File: src/rtl/hazard_scoreboard_if.sv
// rtl/hazard_scoreboard_if.sv - ID-stage instruction fields and pipeline control bundle for hazard_scoreboard
interface hazard_scoreboard_if #(parameter int REG_AW = 5);
  logic              id_valid;
  logic [REG_AW-1:0] id_rs;
  logic [REG_AW-1:0] id_rt;
  logic              id_use_rs;
  logic              id_use_rt;
  logic              id_we;
  logic [REG_AW-1:0] id_rd;
  logic [1:0]        id_class;
  logic              mem_stall;
  logic              branch_taken;
  logic              pc_write;
  logic              ifid_write;
  logic              ifid_flush;
  logic              idex_bubble;
  logic              stall;

  modport master (
    output id_valid, id_rs, id_rt, id_use_rs, id_use_rt, id_we, id_rd, id_class,
           mem_stall, branch_taken,
    input  pc_write, ifid_write, ifid_flush, idex_bubble, stall
  );

  modport slave (
    input  id_valid, id_rs, id_rt, id_use_rs, id_use_rt, id_we, id_rd, id_class,
           mem_stall, branch_taken,
    output pc_write, ifid_write, ifid_flush, idex_bubble, stall
  );
endinterface

File: src/rtl/hazard_scoreboard.sv
// rtl/hazard_scoreboard.sv - per-register countdown hazard scoreboard for the 5-stage pipeline
// Optional HAZARD_PERF_EN adds saturating stall/flush event counters.
module hazard_scoreboard #(
  parameter int REG_AW   = 5,
  parameter int LOAD_LAT = 1,
  parameter int MUL_LAT  = 3,
  parameter int CNT_W    = 2
) (
  input  logic                 clk,
  input  logic                 rst,
  hazard_scoreboard_if.slave   bus
`ifdef HAZARD_PERF_EN
  ,
  output logic [31:0]          perf_stall_cnt,
  output logic [31:0]          perf_flush_cnt
`endif
);

  localparam int NREG = 1 << REG_AW;

  logic [CNT_W-1:0] cnt     [NREG];
  logic [CNT_W-1:0] cnt_nxt [NREG];
  logic             rs_pend;
  logic             rt_pend;
  logic             haz;
  logic             issue;
  logic [CNT_W-1:0] lat;

  // Register 0 is hard-wired zero, so it never reports a pending write.
  assign rs_pend = (bus.id_rs != '0) && (cnt[bus.id_rs] != '0);
  assign rt_pend = (bus.id_rt != '0) && (cnt[bus.id_rt] != '0);
  assign haz     = bus.id_valid && ((bus.id_use_rs && rs_pend) || (bus.id_use_rt && rt_pend));

  always_comb begin
    lat = '0;
    case (bus.id_class)
      2'b01:   lat = CNT_W'(LOAD_LAT);
      2'b10:   lat = CNT_W'(MUL_LAT);
      default: lat = '0;
    endcase
  end

  always_comb begin
    bus.pc_write    = 1'b1;
    bus.ifid_write  = 1'b1;
    bus.ifid_flush  = 1'b0;
    bus.idex_bubble = 1'b0;
    bus.stall       = 1'b0;
    issue           = 1'b0;
    if (bus.mem_stall) begin
      bus.pc_write   = 1'b0;
      bus.ifid_write = 1'b0;
    end else if (bus.branch_taken) begin
      bus.ifid_flush  = 1'b1;
      bus.idex_bubble = 1'b1;
    end else if (haz) begin
      bus.pc_write    = 1'b0;
      bus.ifid_write  = 1'b0;
      bus.idex_bubble = 1'b1;
      bus.stall       = 1'b1;
    end else begin
      issue = bus.id_valid && bus.id_we && (bus.id_rd != '0);
    end
  end

  // A new write never shortens an older, longer wait on the same register.
  always_comb begin
    for (int r = 0; r < NREG; r++) begin
      cnt_nxt[r] = (cnt[r] != '0) ? cnt[r] - 1'b1 : '0;
      if (issue && (bus.id_rd == REG_AW'(r)) && (lat > cnt_nxt[r]))
        cnt_nxt[r] = lat;
    end
    cnt_nxt[0] = '0;
  end

  always_ff @(posedge clk or posedge rst) begin
    if (rst) begin
      for (int r = 0; r < NREG; r++)
        cnt[r] <= '0;
    end else if (!bus.mem_stall) begin
      for (int r = 0; r < NREG; r++)
        cnt[r] <= cnt_nxt[r];
    end
  end

`ifdef HAZARD_PERF_EN
  always_ff @(posedge clk or posedge rst) begin
    if (rst) begin
      perf_stall_cnt <= '0;
      perf_flush_cnt <= '0;
    end else begin
      if (bus.stall && (perf_stall_cnt != 32'hFFFF_FFFF))
        perf_stall_cnt <= perf_stall_cnt + 32'd1;
      if (bus.ifid_flush && (perf_flush_cnt != 32'hFFFF_FFFF))
        perf_flush_cnt <= perf_flush_cnt + 32'd1;
    end
  end
`endif

endmodule

File: src/flat_wrapper.sv
// flat-port wrapper written by rule: the top's interface ports become plain ports
module hazard_scoreboard_flat 
#(
  parameter int REG_AW   = 5,
  parameter int LOAD_LAT = 1,
  parameter int MUL_LAT  = 3,
  parameter int CNT_W    = 2
)
  (clk, rst, bus_id_valid, bus_id_rs, bus_id_rt, bus_id_use_rs, bus_id_use_rt, bus_id_we, bus_id_rd, bus_id_class, bus_mem_stall, bus_branch_taken, bus_pc_write, bus_ifid_write, bus_ifid_flush, bus_idex_bubble, bus_stall);
  hazard_scoreboard_if #(.REG_AW(REG_AW)) bus_i ();
  input  logic clk;
  input  logic rst;
  input wire logic [$bits(bus_i.id_valid)-1:0] bus_id_valid;
  input wire logic [$bits(bus_i.id_rs)-1:0] bus_id_rs;
  input wire logic [$bits(bus_i.id_rt)-1:0] bus_id_rt;
  input wire logic [$bits(bus_i.id_use_rs)-1:0] bus_id_use_rs;
  input wire logic [$bits(bus_i.id_use_rt)-1:0] bus_id_use_rt;
  input wire logic [$bits(bus_i.id_we)-1:0] bus_id_we;
  input wire logic [$bits(bus_i.id_rd)-1:0] bus_id_rd;
  input wire logic [$bits(bus_i.id_class)-1:0] bus_id_class;
  input wire logic [$bits(bus_i.mem_stall)-1:0] bus_mem_stall;
  input wire logic [$bits(bus_i.branch_taken)-1:0] bus_branch_taken;
  output wire logic [$bits(bus_i.pc_write)-1:0] bus_pc_write;
  output wire logic [$bits(bus_i.ifid_write)-1:0] bus_ifid_write;
  output wire logic [$bits(bus_i.ifid_flush)-1:0] bus_ifid_flush;
  output wire logic [$bits(bus_i.idex_bubble)-1:0] bus_idex_bubble;
  output wire logic [$bits(bus_i.stall)-1:0] bus_stall;
  assign bus_i.id_valid = bus_id_valid;
  assign bus_i.id_rs = bus_id_rs;
  assign bus_i.id_rt = bus_id_rt;
  assign bus_i.id_use_rs = bus_id_use_rs;
  assign bus_i.id_use_rt = bus_id_use_rt;
  assign bus_i.id_we = bus_id_we;
  assign bus_i.id_rd = bus_id_rd;
  assign bus_i.id_class = bus_id_class;
  assign bus_i.mem_stall = bus_mem_stall;
  assign bus_i.branch_taken = bus_branch_taken;
  assign bus_pc_write = bus_i.pc_write;
  assign bus_ifid_write = bus_i.ifid_write;
  assign bus_ifid_flush = bus_i.ifid_flush;
  assign bus_idex_bubble = bus_i.idex_bubble;
  assign bus_stall = bus_i.stall;
  hazard_scoreboard #(.REG_AW(REG_AW), .LOAD_LAT(LOAD_LAT), .MUL_LAT(MUL_LAT), .CNT_W(CNT_W)) u_core (.clk(clk), .rst(rst), .bus(bus_i));
endmodule
File: config.mk
export PLATFORM = sky130hd
export DESIGN_NAME = hazard_scoreboard_flat
export DESIGN_NICKNAME = d
export VERILOG_FILES = /design/src/rtl/hazard_scoreboard_if.sv /design/src/rtl/hazard_scoreboard.sv /design/src/flat_wrapper.sv
export SDC_FILE = /design/constraint.sdc
export NUM_CORES = 1
export LEC_CHECK = 0
export ABC_AREA = 1
export BUFFER_PORTS_ARGS = -buffer_cell sky130_fd_sc_hd__clkbuf_2
export CORE_ASPECT_RATIO = 0.75
export CORE_MARGIN = 8
export CORE_UTILIZATION = 33
export CTS_CLUSTER_DIAMETER = 80
export DETAILED_ROUTE_END_ITERATION = 10
export GPL_TIMING_DRIVEN = 0
export PLACE_DENSITY_LB_ADDON = 0.25
export SLEW_MARGIN = 20
export SYNTH_ARGS = -nofsm -noshare
export SYNTH_HDL_FRONTEND = slang
export SYNTH_SLANG_ARGS = --single-unit
File: constraint.sdc
create_clock -name clk -period 1.7 [get_ports clk]
set_input_delay 0.17 -clock clk [delete_from_list [all_inputs] [get_ports clk]]
set_output_delay 0.17 -clock clk [all_outputs]
set_load 0.01 [all_outputs]
Word level (Yosys, flattened, before mapping)
Cells that the tools add are included.

storage, ports and cells
  bits in registers = 62
  input bits = 25
  output and inout bits = 5
  word-level logic and storage cells = 318

cells by class
  $add $sub $neg = 31
  order comparisons = 33
  eq/ne operators = 33
  muxes and demuxes = 82
  bitwise operators = 2
  reductions and logical operators = 106

operators by type and width
  kind                                                      count
  2-to-1 mux 2 bit                                          66
  == test 5 bit, second input constant                      16
  logical AND 1 bit                                         69
  nonzero test 2 bit                                        33
  greater-than comparator 2 bit                             31
  subtractor 2 x 1 -> 2 bit, second input constant          31
  == test 5 x 4 -> 1 bit, second input constant             8
  binary-select mux 2 bit (select 5 bit)                    2
  == test 5 x 3 -> 1 bit, second input constant             4
  nonzero test 5 bit                                        3
  2-to-1 mux 1 bit                                          13
  greater-or-equal comparator 6 bit, second input constant  2
  inverter 5 -> 6 bit                                       2
  == test 5 x 2 -> 1 bit, second input constant             2
  == test 5 x 1 -> 1 bit, second input constant             1
  case mux 2 bit (2 select lines)                           1
  == test 2 x 1 -> 1 bit, second input constant             1
  == test 2 bit, second input constant                      1
  logical OR 1 bit                                          1

Longest topological paths before layout
Gate-level depths: netlist of the first run.

  word-level depth = 15
  gate-level depth with buffers = 18
  gate-level depth less buffers = 16

Worst setup path after synthesis of the first run
OpenSTA, ideal clock, no wires.

  kind = input -> register
  start point = in bus_id_class[0]
  end point = reg u_core.cnt[33] (netlist name)
  setup time = 0.066 ns
  data arrival time = 2.393 ns
  required time = 1.634 ns
  setup slack = -0.758 ns
  cell stages on the path = 8
  buffers on the path = 0
  path through = inv_1 ha_1 ha_1 a2111oi_0 nand4_1 nand2_1 nand3_1 nand2_1

on the way
  longest elaborated chain between the ends = 5
  elaborated cells between the ends (all ways) = 6
  those cells by class = 1 x order compare; 2 x eq/ne; 2 x mux; 1 x reduce/logical

ends and longest elaborated chain
  element                                                  RTL line                 text
  start: declaration                                       flat_wrapper.sv:20       input wire logic [$bits(bus_i.id_class)-1:0] bus_id_class;
  == test 2 bit or == test 2 x 1 -> 1 bit (tied branches)  hazard_scoreboard.sv:36  case (bus.id_class)
  case mux 2 bit (2 select lines) (*)                      hazard_scoreboard.sv:36
  greater-than comparator 2 bit                            hazard_scoreboard.sv:70  if (issue && (bus.id_rd == REG_AW'(r)) && (lat > cnt_nxt[r]))
  logical AND 1 bit                                        hazard_scoreboard.sv:70
  2-to-1 mux 2 bit (*)                                     hazard_scoreboard.sv:70
  end signal: indexed assignment                           hazard_scoreboard.sv:82  cnt[r] <= cnt_nxt[r];
  end: declaration                                         hazard_scoreboard.sv:21  logic [CNT_W-1:0] cnt [NREG];

Mark *: on every way between the ends. The rest lies on a longest branch, timed or not.
A chain may end at the register's enable or synchronous reset.

Worst setup path in the final report of the first run
  start point = reg u_core.cnt[37] (netlist name)
  end point = out bus_idex_bubble

on the way
  longest elaborated chain between the ends = 11
  elaborated cells between the ends (all ways) = 17
  those cells by class = 9 x mux; 8 x reduce/logical

ends and longest elaborated chain
  element                                                    RTL line                                          text
  binary-select mux 2 bit (select 5 bit) (on tied branches)  hazard_scoreboard.sv:30, hazard_scoreboard.sv:31
  2-to-1 mux 2 bit (on tied branches) (2 in series)          hazard_scoreboard.sv:30, hazard_scoreboard.sv:31
  nonzero test 2 bit (on tied branches)                      hazard_scoreboard.sv:30, hazard_scoreboard.sv:31
  logical AND 1 bit (on tied branches)                       hazard_scoreboard.sv:30, hazard_scoreboard.sv:31
  logical AND 1 bit                                          hazard_scoreboard.sv:32                           assign haz = bus.id_valid && ((bus.id_use_rs && rs_pend) || (bus.id_use_rt && rt_pend));
  logical OR 1 bit (*)                                       hazard_scoreboard.sv:32
  logical AND 1 bit (*)                                      hazard_scoreboard.sv:32
  2-to-1 mux 1 bit (*)                                       hazard_scoreboard.sv:56                           end else if (haz) begin
  2-to-1 mux 1 bit (*)                                       hazard_scoreboard.sv:53                           end else if (bus.branch_taken) begin
  2-to-1 mux 1 bit (*)                                       hazard_scoreboard.sv:50                           if (bus.mem_stall) begin
  end: declaration                                           flat_wrapper.sv:26                                output wire logic [$bits(bus_i.idex_bubble)-1:0] bus_idex_bubble;

Mark *: on every way between the ends. The rest lies on a longest branch, timed or not. The select of a mux whose other input is x is not followed.

==> results.json, run 1 <==
{
  "setup_viol": 66,
  "ys_types": 21,
  "clock_skew_ns": 0.00895,
  "final_cell_mix": "281 x nand2_1, 120 x inv_1, 112 x nand3_1",
  "min_path_cells": 4,
  "cts_max_path_buffers": 2,
  "yosys.area.top_type": "dfrtp_1",
  "route.vias.total": 7087,
  "seq_area_frac_synth_pct": 25.3,
  "holdWs_ns": 0.316,
  "worstMarginPinSlew_ns": 0.887,
  "tritoncts": "yes",
  "dp_cells": 1232,
  "largest_reg_flops": 62,
  "pwr-share-comb_pct": 24.1,
  "regArea_um2": 1550,
  "drtAntennaViolNets": 0,
  "pin_count": 30,
  "reg2reg_depth": 16,
  "nNetsFinal": 1096,
  "numCtsBuffers": 9,
  "crit_chain": "nor2_2 > nor2_1 > nor2_1 > nand3_2 > nand2_1 > nand2_1 > nand2_2 > nand2_2 > nand3_2 > nand2_4 > a21oi_4 > buf_6 > nor2_2 > buf_2",
  "r2r_slack_ns": -0.60,
  "hpwl_um": 17700,
  "syn-cell-area_um2": 6130,
  "grt_max_degree": 36,
  "gp_congestion": 0.941,
  "final_cells": 1259,
  "post_synth.cell_area_avg_um2": 6.41,
  "clock_sinks": 62,
  "grt_pass1_vias": 6603,
  "hold_path_class": "primary input to register",
  "grt_pass1_wl_um": 38900,
  "cp_slowest_cell": "dfrtp_1",
  "reg_top3": "u_core.cnt x62",
  "ir_drop_mv": 0.357,
  "regMostFlops": "u_core.cnt",
  "yosys_warnings": 0,
  "multi_input_comb_area_um2": 4330,
  "p_int_mw": 2.83,
  "p_seq_share_pct": 34.3,
  "switching_share_pct": 34.4,
  "required_ns": 1.53,
  "synth_seq_cells": 62,
  "pwr-share-clk_pct": 41.6,
  "fp.coreArea_um2": 18300,
  "gr-usage-all-layers_pct": 21.4,
  "r2r_end": "u_core.cnt[57]",
  "path_max_fanout": 3,
  "relSlewSlack_pct": 40.8,
  "maxCapViolCount": 0,
  "p_leak_nw": 3.62,
  "synth_area_leaders": "dfrtp_1 25%, nand2_1 18%, ha_1 13%, nand3_1 9.5%, nand4_1 9.5%",
  "worst_setup_path_start_kind": "register",
  "cpPeakStageDelay_ns": 0.40,
  "die_y_um": 134,
  "post_drt_wl_per_cell_um": 19.8,
  "cts.clk_slew.worst_paths_ns": 0.06,
  "final_max_slew_viol_count": 0,
  "viasPerCell": 5.63,
  "timing.fmax_ghz": 0.423,
  "drtPass1Iterations": 6,
  "area_delta_synth_final_pct": 23.1,
  "powerDensity_nw_per_um2": 572,
  "cts_root_buf": "clkbuf_16",
  "final_common_cell": "nand2_1",
  "fillers": 1904,
  "die_w_um": 173,
  "hold-path-endpoint": "u_core.cnt[30]",
  "post-route-drc-count": 0,
  "start_util_pct": 33.4,
  "r2r-start": "u_core.cnt[37]",
  "drive_above_1_share_pct": 13.4,
  "io_buffers": 27,
  "crit_arrival_ns": 2.19,
  "rsz0062_at_grt": "yes",
  "htreeDepth": 3,
  "worst_skew_pair.late_latency_ns": 0.35,
  "p_sw_mw": 1.49,
  "grt_overflow_total": 0,
  "rows": 43,
  "drt_wl_total_um": 24900,
  "drtIter0Drc": 810,
  "fin_crit_ns": 2.36,
  "synth_cells": 956,
  "finalWorstSetupSlack_ns": -0.662,
  "fp.dieArea_um2": 23200,
  "antenna_cells": 0,
  "cp-end-kind": "output pin",
  "violations": "negative setup slack",
  "hold_viol": 0,
  "post-route-period-util_pct": 139,
  "holdCritStartpoint": "bus_mem_stall",
  "syn_nets": 1044,
  "synth.top_cell.area_share_pct": 25.3,
  "antenna_found_initial": 0,
  "setup.worst_path.class": "register to output pin",
  "run_status": "finished with violations"
}
critical path: cells and delay by family (launching register included):
kind / cells / cell delay, ns
and+or+nand+nor: 11 / 0.95
DFF: 1 / 0.40
buffers and inverters: 2 / 0.30
AOI/OAI and AO/OA: 1 / 0.20
cells by family after synthesis:
logic type / Yosys count / synth area share, %
simple gates: 562 / 40.8
flops: 62 / 25.3
buf+inv: 179 / 11.5
compound gates: 90 / 9.49
fa+ha+maj: 63 / 12.9
synthesized netlist by cell type, drive strengths merged:
cell     instances
o2111ai          1
a21oi           36
clkbuf          27
nand4           93
nand2          287
inv            129
ha              63
buf             23
dfrtp           62
a2111oi         31
nand3          117
nand3b           1
o21ai           22
nor2            64
cell type report:
class	count	area share, %
repair buffers	41	4.09
well taps	247	4.09
inverters	129	6.46
flip-flops and latches	62	20.6
plain buffers	50	3.78
multi-input cells	715	57.4
clock buffers	11	3.35
clock inverters	4	0.298
how the worst max path moves through the flow:
stage	start	to	cells past startpoint
6_report	u_core.cnt[37]	bus_idex_bubble	14
5_1_grt	u_core.cnt[37]	bus_idex_bubble	14
4_1_cts	u_core.cnt[36]	bus_idex_bubble	14
3_5_place_dp	bus_id_rt[2]	u_core.cnt[32]	17
3_3_place_gp	bus_id_rd[4]	u_core.cnt[28]	8
2_1_floorplan	bus_id_class[0]	u_core.cnt[15]	8
layer usage:
layer  vias up  track usage, %  wire length, µm
li1       3358               -                -
met1      3326            30.7            11300
met2       363            30.9            10400
met3        40            5.59             2640
met4         0            5.92              469
met5         -               0                0
per-stage QoR:
step                      util [%]  area (µm²)  TNS [ns]  power, mW  setup WS, ns
after floorplan                  -        6530     -3.82       2.09       -0.0710
after global placement        38.0        6970    -51.94       2.43        -0.971
after detailed placement      38.2        7010    -49.18       2.45        -0.794
after CTS                     40.4        7410    -36.31       4.29        -0.639
after global routing          41.2        7550    -43.94       4.47        -0.728
final                         41.2        7550    -36.84       4.32        -0.662
repair_timing:
| action | 4_1_cts | 5_1_grt |
|---|---|---|
| buffers inserted | 5 | 5 |
| gates cloned | 0 | 1 |
| pin swaps | 10 | 12 |
| hold buffers | 1 | 0 |
| endpoints found under the setup margin | 66 | 66 |
| gates resized for setup | 21 | 25 |
| hold endpoints to repair | 11 | 0 |
power by group through the flow:
| stage | logic [mW] | clock network [mW] | registers (mW) |
|---|---|---|---|
| 6_report | 1.04 | 1.80 | 1.48 |
| 5_1_grt | 1.10 | 1.89 | 1.48 |
| 4_1_cts | 0.974 | 1.83 | 1.48 |
| 3_5_place_dp | 0.937 | 0 | 1.51 |
| 3_3_place_gp | 0.917 | 0 | 1.51 |
| 2_1_floorplan | 0.587 | 0 | 1.51 |
(Power assumes the default switching activity.)
==> inputs of run 2 (changes only) <==
--- a/config.mk
+++ b/config.mk
@@ -14,6 +14,7 @@
 export DETAILED_ROUTE_END_ITERATION = 10
 export GPL_TIMING_DRIVEN = 0
 export PLACE_DENSITY_LB_ADDON = 0.25
+export REMOVE_ABC_BUFFERS = 1
 export SLEW_MARGIN = 20
 export SYNTH_ARGS = -nofsm -noshare
 export SYNTH_HDL_FRONTEND = slang
==> run 2 against run 1 <==
Net effect: the flow still finishes with violations (negative setup slack); hold slack better by 0.042 ns; non-clock buffer count shrank 19; sequential power about the same; design area is 1.0% higher; critical endpoint is now u_core.cnt[5].
==> results.json, run 2 (synthesized netlist as in run 1, its figures left out) <==
{
  "post-route-period-util_pct": 132,
  "multi_input_comb_area_um2": 4260,
  "drtAntennaViolNets": 0,
  "final_max_slew_viol_count": 0,
  "final_cell_mix": "281 x nand2_1, 107 x inv_1, 105 x nand3_1",
  "cts.clk_slew.worst_paths_ns": 0.06,
  "crit_top_cell": "nand2_1",
  "io_buffers": 29,
  "antenna_cells": 0,
  "dr.max_layer_used": "met4",
  "hold_viol": 0,
  "cp_slowest_cell": "dfrtp_1",
  "antenna_found_initial": 0,
  "drtPass1Iterations": 5,
  "ir_drop_mv": 0.403,
  "numCtsBuffers": 9,
  "route.vias.total": 6767,
  "worstMarginPinSlew_ns": 0.852,
  "regArea_um2": 1560,
  "crit_chain": "nor2_4 > nand2_1 > nand3_1 > nand3_1 > nand2_1 > nand2_1 > nand2_1 > nand2_1 > nand3_2 > nand2_4 > a21oi_4 > buf_12 > buf_8 > clkbuf_16 > nand4_1 > nand3_1 > nand2_1",
  "wl_met3_um": 1500,
  "clock_skew_ns": 0.00794,
  "wl_met1_um": 10600,
  "required_ns": 1.92,
  "die_w_um": 173,
  "fillers": 1916,
  "cpPeakStageDelay_ns": 0.40,
  "r2r_slack_ns": -0.54,
  "start_util_pct": 33.4,
  "post_drt_wl_per_cell_um": 17.7,
  "area_delta_synth_final_pct": 24.4,
  "violations": "negative setup slack",
  "die_y_um": 134,
  "timing.fmax_ghz": 0.447,
  "fin_crit_ns": 2.24,
  "crit_arrival_ns": 2.46,
  "setup_viol": 66,
  "drive_above_1_share_pct": 17.3,
  "tritoncts": "yes",
  "setup.worst_path.class": "register to register",
  "post_dp_cell_area_um2": 6520,
  "r2r-start": "u_core.cnt[53]",
  "relSlewSlack_pct": 43.1,
  "hpwl_um": 13300,
  "drt_wl_total_um": 22000,
  "p_leak_nw": 3.75,
  "finalWorstSetupSlack_ns": -0.538,
  "viasPerCell": 5.44,
  "cp-end-kind": "register",
  "final_common_cell": "nand2_1",
  "finalPower_mw": 4.49,
  "worst_setup_path_start_kind": "register",
  "hold_path_class": "primary input to async pin",
  "powerDensity_nw_per_um2": 589,
  "cts_max_path_buffers": 2,
  "pin_count": 30,
  "path_delay_family": "simple AND/OR/NAND/NOR gates",
  "largest_reg_flops": 62,
  "rows": 43,
  "r2r_end": "u_core.cnt[5]",
  "grt_pass1_vias": 6319,
  "grt_max_degree": 65,
  "stdcell_area_um2": 7630,
  "grt_overflow_total": 0,
  "worst_skew_pair.late_latency_ns": 0.34,
  "run_status": "finished with violations",
  "nNetsFinal": 1080,
  "gr-usage-all-layers_pct": 18.5,
  "htreeDepth": 3,
  "regMostFlops": "u_core.cnt",
  "rsz0062_at_grt": "yes",
  "maxCapViolCount": 0,
  "drtIter0Drc": 711,
  "path_max_fanout": 9,
  "worst-path-buf-inv": 3,
  "grt_pass1_wl_um": 34500,
  "clock_sinks": 62,
  "reg_top3": "u_core.cnt x62",
  "gp_congestion": 0.838,
  "fp.coreArea_um2": 18300,
  "reg2reg_depth": 17,
  "post-route-drc-count": 0,
  "fp.dieArea_um2": 23200,
  "met2_length_um": 9520,
  "cts_root_buf": "clkbuf_16"
}
[run 2: stage by stage]
step / instances / worst slack [ns] / hold WS [ns] / TNS (ns) / util (%)
final: 1244 / -0.538 / 0.358 / -30.07 / 41.6
after floorplan: 906 / -1.27 / 0.283 / -78.66 / -
after detailed placement: 1188 / -1.10 / 0.181 / -67.55 / 35.6
after global placement: 1182 / -3.66 / 0.488 / -294.09 / 34.7
after CTS: 1234 / -0.531 / 0.351 / -28.84 / 40.0
after global routing: 1244 / -0.634 / 0.386 / -38.24 / 41.6
[run 2: where the power goes]
part | internal (mW) | switching (mW)
clock network | 1.29 | 0.739
registers | 1.48 | 0.00340
logic | 0.321 | 0.660
total | 3.09 | 1.40
[run 2: layout make-up]
class	count	share of cell area, %
multi-input cells	718	55.8
repair buffers	72	8.92
clock buffers	13	3.67
flip-flops and latches	62	20.4
inverters	129	6.59
well taps	247	4.05
clock inverters	3	0.525
[run 2: worst reg2reg max path: stages, from the launching register on]
cell	delay, ns
dfrtp_1	0.40
nor2_4	0.17
nand2_1	0.07
nand3_1	0.08
nand3_1	0.09
nand2_1	0.08
nand2_1	0.05
nand2_1	0.08
nand2_1	0.06
nand3_2	0.09
nand2_4	0.06
a21oi_4	0.16
buf_12	0.16
buf_8	0.14
clkbuf_16	0.17
nand4_1	0.09
nand3_1	0.12
nand2_1	0.06
[run 2: how the worst max path moves through the flow]
stage,startpoint,end,cells after the start
5_1_grt,u_core.cnt[18],bus_pc_write,15
2_1_floorplan,bus_id_class[0],u_core.cnt[32],8
3_5_place_dp,bus_id_rs[0],u_core.cnt[57],17
4_1_cts,u_core.cnt[36],bus_idex_bubble,14
6_report,u_core.cnt[53],u_core.cnt[5],17
3_3_place_gp,bus_mem_stall,u_core.cnt[57],8
[run 2: routing by layer]
layer,global-route usage (%),up-vias
li1,-,3341
met2,27.6,235
met5,0,-
met4,5.54,0
met1,26.2,3164
met3,3.62,27
[run 2: repair_timing]
action | 4_1_cts | 5_1_grt
cloned | 4 | 2
hold endpoints to repair | 24 | 0
endpoints found under the setup margin | 66 | 66
gates resized for setup | 81 | 61
pin swaps | 19 | 34
setup buffers | 25 | 8
hold buffers | 1 | 0
